==> src/rtl/spi_slave_rx_if.sv <==
// SPI receive bus bundle: serial lines from the transmitter plus the word-level
// results handed to the consumer.
interface spi_slave_rx_if #(
   parameter int DATA_W = 16
);
   localparam int CNT_W = $clog2(DATA_W) + 1;

   logic              spi_cs;
   logic              spi_sclk;
   logic              spi_data;
   logic [DATA_W-1:0] data_out;
   logic              data_valid;
   logic              frame_err;
   logic [CNT_W-1:0]  bit_count;

   modport master (
      output spi_cs, spi_sclk, spi_data,
      input  data_out, data_valid, frame_err, bit_count
   );

   modport slave (
      input  spi_cs, spi_sclk, spi_data,
      output data_out, data_valid, frame_err, bit_count
   );
endinterface

==> src/rtl/spi_slave_rx.sv <==
// Oversampling SPI receiver: MSB-first words, data_valid SYNC_STAGES+1 clk after the last sclk rise.
// No backpressure: each completed word overwrites data_out whether or not it was consumed.
module spi_slave_rx #(
   parameter int DATA_W      = 16,
   parameter int SYNC_STAGES = 2,
   parameter int CS_PER_WORD = 0
) (
   input  logic          clk,
   input  logic          rst,
   spi_slave_rx_if.slave bus
);
   localparam int CNT_W = $clog2(DATA_W) + 1;

   typedef enum logic {IDLE, SHIFT} state_t;

   state_t                 state;
   logic [SYNC_STAGES-1:0] cs_sync;
   logic [SYNC_STAGES-1:0] sclk_sync;
   logic [SYNC_STAGES-1:0] data_sync;
   logic                   cs_q;
   logic                   sclk_q;
   logic [DATA_W-1:0]      shift_reg;
   logic [DATA_W-1:0]      data_out;
   logic                   data_valid;
   logic                   frame_err;
   logic [CNT_W-1:0]       bit_count;

   logic                   cs_s;
   logic                   sclk_s;
   logic                   data_s;
   logic                   rise_evt;
   logic                   cs_rise;
   logic                   last_bit;
   logic [DATA_W-1:0]      shift_nxt;

   assign cs_s      = cs_sync[SYNC_STAGES-1];
   assign sclk_s    = sclk_sync[SYNC_STAGES-1];
   assign data_s    = data_sync[SYNC_STAGES-1];

   // Sampling is gated by the synced cs of the same cycle, so a bit that
   // coincides with cs going high is dropped.
   assign rise_evt  = sclk_s & ~sclk_q & ~cs_s;
   assign cs_rise   = cs_s & ~cs_q;
   assign shift_nxt = {shift_reg[DATA_W-2:0], data_s};
   assign last_bit  = (bit_count == CNT_W'(DATA_W - 1));

   always_ff @(posedge clk) begin
      if (rst) begin
         cs_sync    <= '1;
         sclk_sync  <= '0;
         data_sync  <= '0;
         cs_q       <= 1'b1;
         sclk_q     <= 1'b0;
         shift_reg  <= '0;
         data_out   <= '0;
         data_valid <= 1'b0;
         frame_err  <= 1'b0;
         bit_count  <= '0;
         state      <= IDLE;
      end else begin
         cs_sync    <= {cs_sync[SYNC_STAGES-2:0], bus.spi_cs};
         sclk_sync  <= {sclk_sync[SYNC_STAGES-2:0], bus.spi_sclk};
         data_sync  <= {data_sync[SYNC_STAGES-2:0], bus.spi_data};
         cs_q       <= cs_s;
         sclk_q     <= sclk_s;
         data_valid <= 1'b0;
         frame_err  <= 1'b0;

         case (state)
            IDLE: begin
               if (rise_evt) begin
                  shift_reg <= shift_nxt;
                  bit_count <= CNT_W'(1);
                  state     <= SHIFT;
               end
            end
            SHIFT: begin
               // With CS_PER_WORD=0 a cs-high gap just pauses the word.
               if ((CS_PER_WORD != 0) && cs_rise) begin
                  frame_err <= 1'b1;
                  bit_count <= '0;
                  state     <= IDLE;
               end else if (rise_evt) begin
                  shift_reg <= shift_nxt;
                  if (last_bit) begin
                     data_out   <= shift_nxt;
                     data_valid <= 1'b1;
                     bit_count  <= '0;
                     state      <= IDLE;
                  end else begin
                     bit_count  <= bit_count + CNT_W'(1);
                  end
               end
            end
            default: state <= IDLE;
         endcase
      end
   end

   assign bus.data_out   = data_out;
   assign bus.data_valid = data_valid;
   assign bus.frame_err  = frame_err;
   assign bus.bit_count  = bit_count;
endmodule

==> src/flat_wrapper.sv <==
// flat-port wrapper written by rule: the top's interface ports become plain ports
module spi_slave_rx_flat 
#(
   parameter int DATA_W      = 16,
   parameter int SYNC_STAGES = 2,
   parameter int CS_PER_WORD = 0
)
  (clk, rst, bus_spi_cs, bus_spi_sclk, bus_spi_data, bus_data_out, bus_data_valid, bus_frame_err, bus_bit_count);
  spi_slave_rx_if #(.DATA_W(DATA_W)) bus_i ();
  input  logic clk;
  input  logic rst;
  input wire logic [$bits(bus_i.spi_cs)-1:0] bus_spi_cs;
  input wire logic [$bits(bus_i.spi_sclk)-1:0] bus_spi_sclk;
  input wire logic [$bits(bus_i.spi_data)-1:0] bus_spi_data;
  output wire logic [$bits(bus_i.data_out)-1:0] bus_data_out;
  output wire logic [$bits(bus_i.data_valid)-1:0] bus_data_valid;
  output wire logic [$bits(bus_i.frame_err)-1:0] bus_frame_err;
  output wire logic [$bits(bus_i.bit_count)-1:0] bus_bit_count;
  assign bus_i.spi_cs = bus_spi_cs;
  assign bus_i.spi_sclk = bus_spi_sclk;
  assign bus_i.spi_data = bus_spi_data;
  assign bus_data_out = bus_i.data_out;
  assign bus_data_valid = bus_i.data_valid;
  assign bus_frame_err = bus_i.frame_err;
  assign bus_bit_count = bus_i.bit_count;
  spi_slave_rx #(.DATA_W(DATA_W), .SYNC_STAGES(SYNC_STAGES), .CS_PER_WORD(CS_PER_WORD)) u_core (.clk(clk), .rst(rst), .bus(bus_i));
endmodule
==> config.mk <==
export PLATFORM = sky130hd
export DESIGN_NAME = spi_slave_rx_flat
export DESIGN_NICKNAME = d
export VERILOG_FILES = /design/src/rtl/spi_slave_rx_if.sv /design/src/rtl/spi_slave_rx.sv /design/src/flat_wrapper.sv
export SDC_FILE = /design/constraint.sdc
export NUM_CORES = 1
export LEC_CHECK = 0
export ABC_AREA = 1
export BUFFER_PORTS_ARGS = -buffer_cell sky130_fd_sc_hd__clkbuf_2
export CAP_MARGIN = 20
export CORE_UTILIZATION = 54
export DETAILED_ROUTE_END_ITERATION = 8
export HOLD_SLACK_MARGIN = 0.02
export PLACE_DENSITY = 0.75
export SETUP_SLACK_MARGIN = 0.2
export SYNTH_ARGS = -nofsm -noshare
export SYNTH_HDL_FRONTEND = slang
export SYNTH_SLANG_ARGS = --single-unit
export TNS_END_PERCENT = 10
==> constraint.sdc <==
create_clock -name clk -period 2.1 [get_ports clk]
set_clock_uncertainty 0.2 [all_clocks]
set_input_delay 0.21 -clock clk [delete_from_list [all_inputs] [get_ports clk]]
set_output_delay 0.21 -clock clk [all_outputs]
set_load 0.05 [all_outputs]
==> impl_metrics.ini <==
[status]
outcome = complete, but fails checks
violations = design-rule violations

[logic_synthesis]
synth_edf_count = 0
syn_area_um2 = 1640
synth_nets = 205
yosysUniqueCellTypes = 22
yosysWarnings = 0
synth_top_cells_by_count = nand2_1, dfxtp_1, inv_1
syn_inst = 199
netlist.top_cell.by_area = dfxtp_1
synth_area_leaders = dfxtp_1, nand2_1, a21oi_1
async_flop_share = 0
ys_ff_latch = 45
avgSynthCellArea_um2 = 8.26
synth.most_common_cell = nand2_1
ys.flop_type = dfxtp_1
synth_seq_area_share = 0.548
yosysTopAreaCellShare = 0.548

[timing]
period_share = 0.788
setup-tns-final_ns = 0
finalWorstSetupSlack_ns = 0.445
slew_violations = 0
final-setup-viol-count = 0
fmax_mhz = 604
grt_setup_unrepaired = false
fin_crit_ns = 1.65
hold_violations = 0

[final_layout]
largest_register_ffs = 16
drive_above_1_share = 0.205
syn_to_final_growth_pct = 16.1
num-fill-cells = 224
final_nets = 234
antennaDiodeCount = 0
instances_no_fill = 260

[routing]
drt_pass1_iterations = 6
wl_per_cell_um = 10.9
drtIter0Drc = 66
drtAntennaViolNets = 0
drc = 3
vias = 1269
routed_wl_mm = 2.82
via_per_inst = 4.88

[setup_path]
critical_path_class = flip-flop to flip-flop
crit_chain = ha_1, nand3_2, nor2_4, nand2_4, nor2_8, nand2_1, nand2_1
cp_top_family = simple AND/OR/NAND/NOR gates
crit_path_end_kind = flip-flop
crit_path_max_fanout = 17
critPathMaxStageDelay_ns = 0.38
critPathBufInv = 0
cp-start-kind = flip-flop
cp_common_cell = nand2_1
arrival_ns = 1.76
required_ns = 2.20
critPathSlowestCell = dfxtp_2

[pwr]
vdd_drop_max_mv = 0.519
p_per_area_nw_per_um2 = 815
leakage_nw = 0.915
p_total_w = 0.00155

[clock_network]
max-clock-path-buffers = 2
cts_max_level = 2
postCtsSetupRepairBufs = 0
cts_tree = done
root_buffer = clkbuf_4
cts.sinks = 45
cts.clk_slew.worst_paths_ns = 0.12
cts_buffers = 5
clkLatencyLatePin_ns = 0.34

[place]
portBuffers = 26
dp.cells = 249
dp_hpwl_mm = 1.94
dp_slack_ns = 0.490
routabilityCongestion = 0.853

[grt]
grt_pass1_wl_mm = 4.80
antenna_found_initial = 0
groute.usage.overall = 0.195
grt_pass1_vias = 1145
grt_start_max_net_pins = 21
grt-ovfl-total = 0

[floorplan]
io_pins = 28
die_h_um = 57.2
die_x_um = 57.2
rows = 19
initial_core_util = 0.581
dieArea_um2 = 3270
coreArea_um2 = 2830

[hold_path]
hold_class = input pin to flip-flop

[run]
max_cap_viol_count = 0
[worst reg2reg max path: stages (launching register included)]
cell and delay [ns]:
dfxtp_2 0.38, ha_1 0.22, nand3_2 0.13, nor2_4 0.19
nand2_4 0.09, nor2_8 0.21, nand2_1 0.10, nand2_1 0.07
[logic make-up (layout without fill, tap and decap cells)]
group,count (synthesis),count (layout),synth area share
flops,45,45,0.548
other cells,1,1,0.00228
buf+inv,35,65,0.0906
fa+ha+maj,1,1,0.00761
simple gates,79,79,0.228
compound gates,38,38,0.123
[path summary, 6_finish.rpt]
| path | depth (start not counted) | slack (ns) | end | startpoint |
|---|---|---|---|---|
| worst max-delay path | 7 | 0.45 | u_core.bus.data_out[1] | u_core.bus.bit_count[0] |
| worst min-delay path | 2 | 0.05 | u_core.bus.bit_count[1] | rst |
| worst max register to register | 7 | 0.45 | u_core.bus.data_out[1] | u_core.bus.bit_count[0] |
| worst min register to register | 2 | 0.22 | u_core.data_sync[1] | u_core.data_sync[0] |
[layout by cell type (no fill, tap or decap)]
master,n
a21oi_1,20
ha_1,1
nand3_4,1
nand2_1,60
conb_1,1
nand3_2,1
nor2_1,8
a21oi_4,1
inv_2,1
dfxtp_1,43
clkbuf_2,26
o21ai_0,17
nand3_1,1
buf_4,1
dfxtp_2,2
nand2_4,1
bufinv_16,2
inv_1,26
nand4_1,2
clkinv_2,1
nor2_8,2
clkbuf_4,5
or2_2,2
nor2_4,1
dlygate4sd3_1,3
[power by group]
part / internal (W) / total, W / leakage, nW / switching (W)
clock network: 0.000369 / 0.000638 / 0.0552 / 0.000269
logic: 0.0000162 / 0.0000478 / 0.495 / 0.0000315
registers: 0.000864 / 0.000869 / 0.365 / 0.00000548
[per-layer routing]
layer,vias up,track usage,part of all wire
met5,-,0,0
met4,0,0.101,0.026
met3,10,0.0476,0.045
met2,35,0.353,0.50
met1,555,0.211,0.43
li1,669,-,-
[per-stage QoR]
step,utilization,hold WS (ns),instance area [um^2]
after global routing,0.674,0.0612,1910
after detailed placement,0.627,0.194,1770
after floorplan,-,0.114,1650
after CTS,0.674,0.0429,1910
final,0.674,0.0522,1910
after global placement,0.627,0.194,1770
[area by class of cell]
| cell class | instances | area, um^2 | area share |
|---|---|---|---|
| Clock inverter | 3 | 65.1 | 0.0341 |
| Tap cell | 31 | 38.8 | 0.0203 |
| Multi-Input combinational cell | 119 | 593 | 0.311 |
| Sequential cell | 45 | 903 | 0.474 |
| Timing Repair Buffer | 30 | 168 | 0.0879 |
| Clock buffer | 5 | 37.5 | 0.0197 |
| Inverter | 27 | 101 | 0.0531 |
[repair_timing]
action | 4_1_cts | 5_1_grt
hold buffers | 3 | 0
endpoints found under the hold margin | 3 | 0
resized for setup | 0 | 0
No activity file was read; power rests on OpenSTA's default activity.
